**src/rtl/pfu_update_ctrl.sv**
```systemverilog
// pfu_update_ctrl
// Pauli-frame update sequencer for a bank of NUM_QB logical qubits.
// Two requester streams (merged codewords from decode, 2-bit error
// corrections from the decoder) share one two-edge read-modify-write
// datapath over the PF storage. The block also streams the frame out
// (sweep, optionally zeroing each entry as it leaves) and clears it.
//
// Ports:
//   clk, rst                      clock, synchronous active-high reset
//   cwd_valid/ready/qidx/data     codeword request stream
//   err_valid/ready/qidx/data     error-correction request stream
//   clear                         pulse: zero every PF entry
//   sweep_start, sweep_clr        pulse: stream all PFs out (clr: zero on emit)
//   pf_out_valid/ready/qidx/data  sweep output stream
//   busy                          not idle in RUN, or an update in flight
module pfu_update_ctrl #(
  parameter int NUM_QB  = 16,
  parameter int QIDX_BW = 4,
  parameter int CWD_BW  = 3
) (
  input  logic               clk,
  input  logic               rst,
  input  logic               cwd_valid,
  output logic               cwd_ready,
  input  logic [QIDX_BW-1:0] cwd_qidx,
  input  logic [CWD_BW-1:0]  cwd_data,
  input  logic               err_valid,
  output logic               err_ready,
  input  logic [QIDX_BW-1:0] err_qidx,
  input  logic [1:0]         err_data,
  input  logic               clear,
  input  logic               sweep_start,
  input  logic               sweep_clr,
  output logic               pf_out_valid,
  input  logic               pf_out_ready,
  output logic [QIDX_BW-1:0] pf_out_qidx,
  output logic [1:0]         pf_out_data,
  output logic               busy
);

  typedef enum logic [1:0] {
    S_RUN   = 2'd0,
    S_DRAIN = 2'd1,
    S_SWEEP = 2'd2,
    S_CLEAR = 2'd3
  } state_t;

  localparam logic [QIDX_BW-1:0] LAST_IDX = QIDX_BW'(NUM_QB - 1);
  localparam logic [CWD_BW-1:0]  CWD_H    = CWD_BW'(4);
  localparam logic [CWD_BW-1:0]  CWD_CX   = CWD_BW'(5);

  state_t               r_state;
  state_t               w_state_next;

  // Stage 1 of the update pipeline: request accepted on the previous edge.
  logic                 r_s1_valid;
  logic                 r_s1_sel_err;
  logic [QIDX_BW-1:0]   r_s1_qidx;
  logic [CWD_BW-1:0]    r_s1_code;

  logic                 r_rr_cwd;      // 1: cwd wins the next contested cycle
  logic                 r_cmd_clear;   // command latched on the way into DRAIN
  logic                 r_sweep_clr;
  logic [QIDX_BW-1:0]   r_idx;

  logic [1:0]           r_pf_mem [NUM_QB];
  logic [1:0]           w_pf_next [NUM_QB];

  logic                 w_sweep_hs;
  logic                 w_sweep_zero;
  logic                 w_clear_all;
  logic [1:0]           w_s1_old;
  logic [1:0]           w_s1_new;

  // ---------------------------------------------------------------
  // Next-state and output decode
  // ---------------------------------------------------------------
  always_comb begin
    w_state_next = r_state;
    cwd_ready    = 1'b0;
    err_ready    = 1'b0;
    pf_out_valid = 1'b0;
    pf_out_qidx  = '0;
    pf_out_data  = 2'b00;
    w_sweep_hs   = 1'b0;
    case (r_state)
      S_RUN: begin
        if (clear || sweep_start) begin
          w_state_next = S_DRAIN;
        end else begin
          cwd_ready = cwd_valid & (!err_valid | r_rr_cwd);
          err_ready = err_valid & (!cwd_valid | !r_rr_cwd);
        end
      end
      S_DRAIN: w_state_next = r_cmd_clear ? S_CLEAR : S_SWEEP;
      S_CLEAR: w_state_next = S_RUN;
      S_SWEEP: begin
        pf_out_valid = 1'b1;
        pf_out_qidx  = r_idx;
        pf_out_data  = r_pf_mem[r_idx];
        if (pf_out_ready) begin
          w_sweep_hs = 1'b1;
          if (r_idx == LAST_IDX) w_state_next = S_RUN;
        end
      end
      default: w_state_next = S_RUN;
    endcase
    // Keep the interface quiet while reset is held so nothing handshakes
    // on the edge that is about to wipe the state.
    if (rst) begin
      cwd_ready    = 1'b0;
      err_ready    = 1'b0;
      pf_out_valid = 1'b0;
      pf_out_qidx  = '0;
      pf_out_data  = 2'b00;
      w_sweep_hs   = 1'b0;
    end
  end

  assign busy = (r_state != S_RUN) | r_s1_valid;

  // ---------------------------------------------------------------
  // Control registers
  // ---------------------------------------------------------------
  always_ff @(posedge clk) begin
    if (rst) begin
      r_state      <= S_RUN;
      r_s1_valid   <= 1'b0;
      r_s1_sel_err <= 1'b0;
      r_s1_qidx    <= '0;
      r_s1_code    <= '0;
      r_rr_cwd     <= 1'b1;
      r_cmd_clear  <= 1'b0;
      r_sweep_clr  <= 1'b0;
      r_idx        <= '0;
    end else begin
      r_state    <= w_state_next;
      r_s1_valid <= cwd_ready | err_ready;
      if (cwd_ready) begin
        r_s1_sel_err <= 1'b0;
        r_s1_qidx    <= cwd_qidx;
        r_s1_code    <= cwd_data;
      end else if (err_ready) begin
        r_s1_sel_err <= 1'b1;
        r_s1_qidx    <= err_qidx;
        r_s1_code    <= {{(CWD_BW-2){1'b0}}, err_data};
      end
      // Only a contested grant moves the pointer.
      if (cwd_valid && err_valid && (cwd_ready || err_ready)) begin
        r_rr_cwd <= ~r_rr_cwd;
      end
      // clear wins over a simultaneous sweep_start; the sweep is dropped.
      if (r_state == S_RUN && (clear || sweep_start)) begin
        r_cmd_clear <= clear;
        r_sweep_clr <= sweep_clr & ~clear;
      end
      if (r_state == S_DRAIN) begin
        r_idx <= '0;
      end else if (w_sweep_hs && r_idx != LAST_IDX) begin
        r_idx <= r_idx + 1'b1;
      end
    end
  end

  // ---------------------------------------------------------------
  // Stage-1 update function
  // ---------------------------------------------------------------
  assign w_s1_old = r_pf_mem[r_s1_qidx];

  always_comb begin
    w_s1_new = w_s1_old;
    if (r_s1_sel_err || r_s1_code < CWD_H) begin
      w_s1_new = w_s1_old ^ r_s1_code[1:0];
    end else if (r_s1_code == CWD_H) begin
      // Hadamard swaps X and Z: exchanging the two bits maps 01<->10
      // and leaves 00 and 11 alone.
      w_s1_new = {w_s1_old[0], w_s1_old[1]};
    end else if (r_s1_code == CWD_CX) begin
      w_s1_new = 2'b00;
    end
  end

  // ---------------------------------------------------------------
  // PF storage: per-entry next value. Stage 1 never overlaps CLEAR or
  // SWEEP because DRAIN lets it retire first, so the priority order only
  // matters for robustness.
  // ---------------------------------------------------------------
  assign w_clear_all  = (r_state == S_CLEAR);
  assign w_sweep_zero = w_sweep_hs & r_sweep_clr;

  generate
    for (genvar gi = 0; gi < NUM_QB; gi++) begin : g_pf_next
      assign w_pf_next[gi] =
        w_clear_all                                        ? 2'b00    :
        (w_sweep_zero && r_idx == QIDX_BW'(gi))            ? 2'b00    :
        (r_s1_valid && r_s1_qidx == QIDX_BW'(gi))          ? w_s1_new :
                                                             r_pf_mem[gi];
    end
  endgenerate

  always_ff @(posedge clk) begin
    if (rst) begin
      for (int i = 0; i < NUM_QB; i++) r_pf_mem[i] <= 2'b00;
    end else begin
      for (int i = 0; i < NUM_QB; i++) r_pf_mem[i] <= w_pf_next[i];
    end
  end

endmodule
```
**config.mk**
```make
export PLATFORM = sky130hd
export DESIGN_NAME = pfu_update_ctrl
export DESIGN_NICKNAME = d
export VERILOG_FILES = /design/src/rtl/pfu_update_ctrl.sv
export SDC_FILE = /design/constraint.sdc
export NUM_CORES = 1
export LEC_CHECK = 0
export ABC_AREA = 1
export BUFFER_PORTS_ARGS = -buffer_cell sky130_fd_sc_hd__buf_2
export CORE_ASPECT_RATIO = 1.75
export CORE_MARGIN = 10
export CORE_UTILIZATION = 45
export DETAILED_ROUTE_END_ITERATION = 10
export GPL_TIMING_DRIVEN = 0
export SLEW_MARGIN = 25
export SYNTH_ARGS = -nofsm -noshare
export SYNTH_HDL_FRONTEND = slang
export SYNTH_SLANG_ARGS = --single-unit
```
**constraint.sdc**
```tcl
create_clock -name clk -period 4.6 [get_ports clk]
set_clock_uncertainty 0.15 [all_clocks]
set_input_delay 0.46 -clock clk [delete_from_list [all_inputs] [get_ports clk]]
set_output_delay 0.46 -clock clk [all_outputs]
set_load 0.05 [all_outputs]
```
==> results.json, run 1 <==
{
  "die_area_sq_um": 11550,
  "antenna_found_initial": 0,
  "core_sq_um": 7284,
  "die_h_microns": 134.9,
  "start_kind": "register",
  "ys.warnings.count": 0,
  "fin_ws_ns": 1.710,
  "cts_buffer_depth": 2,
  "p_leak_nw": 1.665,
  "cts.clk_slew.worst_paths_ns": 0.05,
  "drt_iter0_drc": 163,
  "seq_area_frac_synth_pct": 43.67,
  "cp_data_required_time_ns": 3.99,
  "rows": 41,
  "power.density_nw_per_um2": 397.1,
  "place_hpwl_microns": 7453,
  "yosysMostFrequentCell": "nand2_1",
  "io-pin-count": 31,
  "critPathArrivalTime_ns": 2.28,
  "fin_crit_ns": 2.890,
  "drt_wl_total_microns": 9171,
  "grt_pass1_vias": 3217,
  "synth_area_sq_um": 3392,
  "diodes": 0,
  "grt_pass1_wl_microns": 14640,
  "cts_hold_buf": 0,
  "ys_types": 32,
  "first_pass_iters": 5,
  "hold_viol": 0,
  "syn-instance-count": 459,
  "cts_tree": "done",
  "worst_slew_pin_slew_ns": 0.5649,
  "crit_path_max_fanout": 10,
  "status": "finished clean",
  "slowest_stage": "clkbuf_1",
  "place_inst": 575,
  "globalplace.congestion": 0.9288,
  "critPathKind": "reg2out",
  "detailedPlace.worstSlack_ns": 2.098,
  "grt_max_degree": 11,
  "drc_errors": 0,
  "grt_overflow": 0,
  "route.vias.total": 3156,
  "initial_utilization_pct": 46.56,
  "hp-class": "in2reg",
  "grt_use_total_pct": 16.20,
  "cts_resized": 0,
  "fin_cells": 591,
  "async_reset_ff_share_pct": 0,
  "avgSynthCellArea_sq_um": 7.390,
  "end_kind": "output pin",
  "nets": 525,
  "io_buffers": 30,
  "wl_per_cell_microns": 15.52,
  "synth_edf_count": 32,
  "synthTopCellsByArea": "edfxtp_1, dfxtp_1, nand2_1",
  "cts.sinks": 58,
  "finalMaxSlewViolations": 0,
  "viasPerCell": 5.340,
  "period_share_pct": 62.82,
  "clk_latency_ns": 0.33,
  "cts-htree-levels": 3,
  "postRouteAntennaNets": 0,
  "syn_to_final_growth_pct": 17.71,
  "ys_ff_latch": 58,
  "die_width_microns": 85.63,
  "postCtsSetupBuffers": 0,
  "relSlewSlack_pct": 62.34,
  "holdWs_ns": 0.1862,
  "setup_tns_ns": 0,
  "rsz0062_at_grt": "false",
  "cts_buffers": 9,
  "slowest_delay_ns": 0.44,
  "cap_violations": 0,
  "crit_chain": "clkbuf_1 > inv_1 > a21oi_1 > o21ai_0 > nand3_1 > nand3_1 > a21oi_1 > buf_2",
  "synth_largest_area_cell": "edfxtp_1",
  "layout-drive-gt1-share_pct": 15.64,
  "setup_viol": 0,
  "peakVddDrop_uv": 256.1,
  "ys_top_cells_by_count": "nand2_1, inv_1, nor2_1",
  "cts_root_buf": "clkbuf_16",
  "synth_fp_nets": 484,
  "synthFlopType": "edfxtp_1",
  "max_freq_mhz": 346.1,
  "synth_top_area_share_pct": 28.33
}
through the flow:
step	utilization (%)	cell area [sq um]	power, mW
6_report	54.81	3993	1.585
5_1_grt	54.81	3993	1.645
4_1_cts	54.81	3993	1.595
3_5_place_dp	50.10	3650	0.8368
3_3_place_gp	50.10	3650	0.8330
2_1_floorplan	-	3392	0.7749
cell type report:
cell class | count | area [sq um]
clock buffers | 10 | 239.0
fillers | 703 | 3292
well taps | 86 | 107.6
flip-flops and latches | 58 | 1481
plain buffers | 10 | 72.57
clock inverters | 6 | 103.9
inverters | 81 | 304.0
repair buffers | 30 | 150.1
multi-input cells | 310 | 1534
metal layers:
layer	track usage, %	share of wire, %
met5	0	0
met4	14.80	6.1
met3	2.349	3.5
met2	30.35	54
met1	14.07	36
cell usage in the layout, fill, tap and decap left out, drive strengths merged:
| master | instances |
|---|---|
| buf | 36 |
| clkinv | 5 |
| nand2 | 90 |
| or2 | 1 |
| a31oi | 5 |
| a221oi | 1 |
| o211ai | 4 |
| a211oi | 2 |
| edfxtp | 32 |
| o21ai | 29 |
| nor2 | 69 |
| bufinv | 3 |
| inv | 79 |
| nor4 | 1 |
| nor3 | 2 |
| nand3b | 9 |
| nand3 | 62 |
| a21oi | 30 |
| ha | 4 |
| dfxtp | 26 |
| clkbuf | 14 |
| nand4 | 1 |
cell families (layout without fill, tap and decap cells):
logic type	Yosys count	count (layout)	share of synthesized area (%)
AOI/OAI and AO/OA	71	71	11.66
DFF	58	58	43.67
adders and majority gates	4	4	1.476
and+or+nand+nor	235	235	32.09
buffers and inverters	91	137	11.10
power by group:
group | total, mW | leakage (nW) | internal (mW) | switching [mW]
logic | 0.218 | 0.952 | 0.0691 | 0.149
registers | 0.609 | 0.543 | 0.589 | 0.0207
clock network | 0.758 | 0.170 | 0.539 | 0.220
total | 1.59 | 1.66 | 1.20 | 0.389
path summary, 6_finish.rpt:
| path | slack [ns] | from | endpoint | depth (start not counted) |
|---|---|---|---|---|
| min reg2reg | 0.31 | r_s1_sel_err | r_s1_sel_err | 2 |
| max | 1.71 | register | pf_out_data[0] | 8 |
| max reg2reg | 2.49 | register | r_pf_mem[9][0] | 10 |
| min | 0.19 | cwd_data[2] | r_s1_code[2] | 3 |
critical path: cells and delay by family (launching register included):
kind / cells / cell delay, ns
simple gates: 2 / 0.16
buf+inv: 3 / 1.02
flops: 1 / 0.30
compound gates: 3 / 0.45
Note: power is estimated with default switching activity, not from simulation.
==> run 2: changes to the inputs <==
Settings changed: ABC_AREA 1 to 0, PLACE_DENSITY set to 0.66.
Clock period 4.6 ns to 2.3 ns, I/O delays scaled along.
==> run 2 against run 1 <==
Count of clock-buffer cells in the layout down 1. Via count decreased by 9.8%. The run now ends with negative setup slack left. Core utilization is 5.2 points higher. Total power is 95% higher. Clock power rose by 73%. Combinational power grew to 2.5 times the previous value. Hold slack worse by 0.15 ns. First-iteration DRC count fell by 3.7%.
==> results.json, run 2 <==
{
  "seqCellArea_sq_um": 1484,
  "start_kind": "register",
  "fin_util_pct": 60.00,
  "synth_largest_area_cell": "edfxtp_1",
  "fin_cells": 481,
  "routed.top_layer": "met4",
  "rsz0062_at_grt": "true",
  "power.density_nw_per_um2": 716.6,
  "grt_max_degree": 12,
  "cts-htree-levels": 3,
  "first_pass_iters": 5,
  "cap_violations": 0,
  "avgSynthCellArea_sq_um": 9.879,
  "setup_viol": 34,
  "die_h_microns": 133.4,
  "seq_area_frac_synth_pct": 44.76,
  "io_buffers": 30,
  "cts_buffers": 9,
  "postRouteAntennaNets": 0,
  "async_reset_ff_share_pct": 0,
  "core_sq_um": 7182,
  "synth_top_area_share_pct": 29.04,
  "critPathArrivalTime_ns": 2.42,
  "die_width_microns": 84.83,
  "hold_viol": 0,
  "cts.clk_slew.worst_paths_ns": 0.05,
  "wl_per_cell_microns": 19.18,
  "fillers": 638,
  "met1_length_microns": 3293,
  "synth_fp_nets": 360,
  "ys_types": 47,
  "detailedPlace.worstSlack_ns": -0.4910,
  "p_leak_nw": 1.559,
  "rows": 41,
  "period_share_pct": 108.4,
  "grt_pass1_wl_microns": 14940,
  "drt_wl_total_microns": 9224,
  "critPathKind": "reg2reg",
  "syn-instance-count": 335,
  "synth_area_sq_um": 3309,
  "grt_overflow": 0,
  "place_inst": 451,
  "grt_pass1_vias": 3029,
  "drc_errors": 0,
  "layout.cells.most_common_list": "nor2_1, edfxtp_1, nand2_1, buf_2, dfxtp_1",
  "violations": "negative setup slack",
  "drt_iter0_drc": 157,
  "cts_root_buf": "clkbuf_16",
  "synthFlopType": "edfxtp_1",
  "ys_top_cells_by_count": "nor2_1, edfxtp_1, nand2_1",
  "route.vias.total": 2847,
  "final_common_cell": "nor2_1",
  "fin_crit_ns": 2.493,
  "synthTopCellsByArea": "edfxtp_1, dfxtp_1, mux4_2",
  "worst_slew_pin_slew_ns": 0.6853,
  "relSlewSlack_pct": 53.73,
  "yosysMostFrequentCell": "nor2_1",
  "layout-drive-gt1-share_pct": 31.98,
  "multi_input_area_sq_um": 1922,
  "clk_latency_ns": 0.33,
  "place_hpwl_microns": 7009,
  "cts.sinks": 58,
  "wl_met2_microns": 5028,
  "syn_to_final_growth_pct": 30.21,
  "viasPerCell": 5.919,
  "peakVddDrop_uv": 528.8,
  "end_kind": "register",
  "synth_edf_count": 32,
  "initial_utilization_pct": 46.08,
  "max_freq_mhz": 401.2,
  "crit_path_max_fanout": 5,
  "cp_data_required_time_ns": 2.22,
  "globalplace.congestion": 0.8882,
  "nets": 414,
  "met3_length_microns": 370,
  "antenna_found_initial": 0,
  "grt_use_total_pct": 16.55,
  "finalMaxSlewViolations": 0,
  "cts_tree": "done",
  "ys.warnings.count": 0,
  "hp-class": "in2reg",
  "io-pin-count": 31,
  "status": "finished with violations",
  "fin_ws_ns": -0.1927,
  "die_area_sq_um": 11320,
  "cts_buffer_depth": 2,
  "ys_ff_latch": 58
}
[run 2: cell types whose count changed in the layout (fill, tap and decap cells not counted), moves of 8 or more]
cell,before,now
a21oi_1,30,9
and3_1,0,8
inv_1,73,3
mux2i_1,0,15
mux4_2,0,10
nand2_1,86,27
nand3_1,54,19
nor2_1,61,46
o21ai_0,24,3
[run 2: logic make-up (layout without fill, tap and decap cells)]
group	after synthesis	after routing	synth area share, %
buf+inv	25	84	3.780
mux	30	30	12.85
flops	58	58	44.76
simple gates	162	162	24.23
fa+ha+maj	4	4	1.512
compound gates	54	54	12.33
other cells	0	1	0
xor+xnor	2	2	0.5294
[run 2: repair_timing]
item | CTS | global route
pin swaps | 12 | 3
endpoints found under the hold margin | 1 | 0
hold buffers | 1 | 0
cloned | 2 | 0
buffers inserted | 8 | 4
resized for setup | 51 | 28
endpoints found under the setup margin | 56 | 60
[run 2: worst max-delay path, cell delays in order (launching register included)]
cell	delay [ns]
dfxtp_2	0.33
buf_8	0.13
buf_6	0.11
buf_6	0.08
mux2i_1	0.20
a22oi_2	0.12
and3b_2	0.26
o211a_1	0.26
nor4_4	0.21
buf_4	0.20
buf_8	0.13
nor2_1	0.05
[run 2: cell type report]
class	instances	area share (%)
diodes	1	0.05807
plain buffers	19	3.252
clock buffers	9	5.226
clock inverters	7	1.597
inverters	4	0.3775
multi-input cells	252	44.60
flip-flops and latches	58	34.44
well taps	86	2.497
repair buffers	45	7.956
[run 2: metrics by stage]
| stage | hold WS, ns | instance area (sq um) | TNS [ns] | power [mW] |
|---|---|---|---|---|
| global route | 0.03300 | 4307 | -5.783 | 3.197 |
| global placement | 0.3254 | 3570 | -11.21 | 1.623 |
| floorplan | 0.2160 | 3312 | 0 | 1.507 |
| detailed placement | 0.3341 | 3570 | -13.04 | 1.632 |
| finish | 0.03183 | 4309 | -4.092 | 3.088 |
| CTS | 0.01886 | 4175 | -2.204 | 3.065 |
[run 2: worst paths after layout]
check | to | cells after the start | slack (ns) | start
worst max-delay path | r_pf_mem[4][1] | 11 | -0.19 | register
worst min-delay path | r_s1_code[0] | 3 | 0.03 | err_data[0]
worst max register to register | r_pf_mem[4][1] | 11 | -0.19 | register
worst min register to register | r_sweep_clr | 2 | 0.35 | r_sweep_clr
[run 2: where the power goes]
part	total [mW]	switching, mW	internal (mW)
clock network	1.31	0.474	0.834
logic	0.555	0.303	0.252
registers	1.22	0.0529	1.17
[run 2: routing by layer]
| metal | vias up | track usage (%) |
|---|---|---|
| met5 | - | 0 |
| met4 | 0 | 10.94 |
| met3 | 31 | 3.907 |
| met2 | 86 | 30.24 |
| met1 | 1366 | 15.75 |
| li1 | 1364 | - |
==> run 3: changes to the inputs <==
Settings changed: CELL_PAD_IN_SITES_DETAIL_PLACEMENT set to 0, CELL_PAD_IN_SITES_GLOBAL_PLACEMENT set to 1, CORE_UTILIZATION 45 to 42, PLACE_DENSITY 0.66 to unset, PLACE_DENSITY_LB_ADDON set to 0.1.
==> run 3 against run 2 <==
The run still ends with negative setup slack left. Global-route usage down 0.36 points. Core utilization down 4.7 points. Register-to-register slack gained 0.02 ns. First-iteration DRC count decreased by 10%. Critical path type is now reg2out. Largest cell class unchanged.
==> results.json, run 3 (synthesis gave the netlist of run 2 again) <==
{
  "clk_latency_ns": 0.32,
  "crit_chain": "clkbuf_16 > mux4_2 > mux4_2 > and2_4 > buf_8",
  "min_from": "err_data[0]",
  "die_h_microns": 137.4,
  "relSlewSlack_pct": 57.47,
  "worst_slew_pin_slew_ns": 0.6299,
  "cts.clk_slew.worst_paths_ns": 0.05,
  "antenna_found_initial": 0,
  "cap_violations": 0,
  "status": "finished with violations",
  "dpl_cell_area_sq_um": 3572,
  "gr-usage-met1_pct": 16.25,
  "rsz0062_at_grt": "true",
  "nets": 413,
  "fillers": 695,
  "cpMostUsedCell": "mux4_2",
  "layout-drive-gt1-share_pct": 27.48,
  "drt_iter0_drc": 141,
  "detailedPlace.worstSlack_ns": -0.5053,
  "finalMaxSlewViolations": 0,
  "fin_crit_ns": 2.489,
  "crit_path_max_fanout": 8,
  "critPathKind": "reg2out",
  "layout.cells.most_common_list": "nor2_1, edfxtp_1, buf_2, nand2_1, dfxtp_1",
  "drt_wl_total_microns": 9573,
  "peakVddDrop_uv": 437.1,
  "switching_share_pct": 25.75,
  "grt_use_total_pct": 16.19,
  "grt_max_degree": 12,
  "core_sq_um": 7620,
  "hold_viol": 0,
  "setup_viol": 34,
  "period_share_pct": 108.2,
  "syn_to_final_growth_pct": 27.41,
  "cts-htree-levels": 3,
  "cts.sinks": 58,
  "place_inst": 453,
  "first_pass_iters": 4,
  "viasPerCell": 5.917,
  "slowest_delay_ns": 0.52,
  "drc_errors": 0,
  "globalplace.congestion": 0.9231,
  "p_leak_nw": 1.537,
  "hp-class": "in2reg",
  "cts_buffer_depth": 2,
  "grt_pass1_wl_microns": 14620,
  "max_freq_mhz": 401.8,
  "fin_ws_ns": -0.1888,
  "wl_per_cell_microns": 19.90,
  "cts_buffers": 9,
  "critPathArrivalTime_ns": 2.11,
  "io-pin-count": 31,
  "grt_pass1_vias": 2828,
  "violations": "negative setup slack",
  "final_common_cell": "nor2_1",
  "fin_util_pct": 55.34,
  "end_kind": "output pin",
  "use_met2_pct": 27.92,
  "start_kind": "register",
  "diodes": 0,
  "cp_data_required_time_ns": 1.92,
  "cts_tree": "done",
  "postRouteAntennaNets": 0,
  "die_area_sq_um": 11970,
  "cts_root_buf": "clkbuf_16",
  "io_buffers": 30,
  "route.vias.total": 2846,
  "p_comb_share_pct": 17.4,
  "p_sw_mw": 0.7764,
  "grt_use_met3_pct": 3.903,
  "initial_utilization_pct": 43.43,
  "slowest_stage": "mux4_2",
  "place_hpwl_microns": 7375,
  "pwr-share-seq_pct": 40.7,
  "die_width_microns": 87.10,
  "busiest_layer": "met2",
  "pwr-share-clk_pct": 41.9,
  "grt_overflow": 0,
  "fin_cells": 481,
  "intPower_mw": 2.239,
  "final_area_sq_um": 4217,
  "rows": 42,
  "power.density_nw_per_um2": 715.1
}
run 3: changes by cell type in the layout (fill, tap and decap cells not counted), sizes merged:
cell / previous run / this run
buf: 48 / 47
clkbuf: 24 / 27
clkinvlp: 2 / 0
diode: 1 / 0
inv: 4 / 3
run 3: area by class of cell:
type | count | area [sq um] | share of cell area, %
Sequential cell | 58 | 1484 | 35.19
Timing Repair Buffer | 44 | 317.8 | 7.537
Multi-Input combinational cell | 252 | 1877 | 44.51
Inverter | 4 | 16.27 | 0.3858
Buffer | 19 | 132.6 | 3.145
Clock inverter | 4 | 42.54 | 1.009
Tap cell | 88 | 110.1 | 2.611
Clock buffer | 12 | 236.5 | 5.608
run 3: power groups by stage:
stage | Combinational [mW] | Sequential [mW] | Clock, mW
after CTS | 0.493 | 1.22 | 1.27
after floorplan | 0.291 | 1.22 | 0
after global placement | 0.397 | 1.24 | 0
after global routing | 0.565 | 1.23 | 1.33
after detailed placement | 0.400 | 1.24 | 0
final | 0.524 | 1.23 | 1.26
run 3: timing repair:
action | in CTS | in global routing
resized for setup | 35 | 25
hold endpoints to repair | 1 | 0
endpoints found under the setup margin | 56 | 53
setup buffers | 7 | 5
hold buffers | 1 | 0
pin swaps | 8 | 2
cloned | 1 | 1
run 3: worst paths after layout:
| check | end | slack (ns) | depth (start not counted) |
|---|---|---|---|
| setup / recovery | pf_out_data[0] | -0.19 | 5 |
| hold / removal | r_s1_code[0] | 0.02 | 3 |
| setup reg to reg | r_pf_mem[4][1] | -0.17 | 10 |
| hold reg to reg | r_sweep_clr | 0.34 | 2 |
run 3: per-stage QoR:
step	power, mW	hold WS, ns	TNS, ns
after global placement	1.634	0.3252	-13.02
after floorplan	1.507	0.2160	0
after detailed placement	1.640	0.3330	-13.83
after global routing	3.132	0.02403	-4.499
after CTS	2.990	0.01588	-1.666
final	3.015	0.02087	-2.871
run 3: critical path, delay by kind of cell, from the launching register on:
| family | cells | cell delay [ns] |
|---|---|---|
| muxes | 2 | 0.99 |
| and+or+nand+nor | 1 | 0.15 |
| DFF | 1 | 0.33 |
| buffers and inverters | 2 | 0.30 |
run 3: layer usage:
| metal | part of all wire [%] | routed length [microns] |
|---|---|---|
| met3 | 3.6 | 342 |
| met4 | 5.2 | 500 |
| met5 | 0 | 0 |
| met2 | 54 | 5161 |
| met1 | 37 | 3568 |
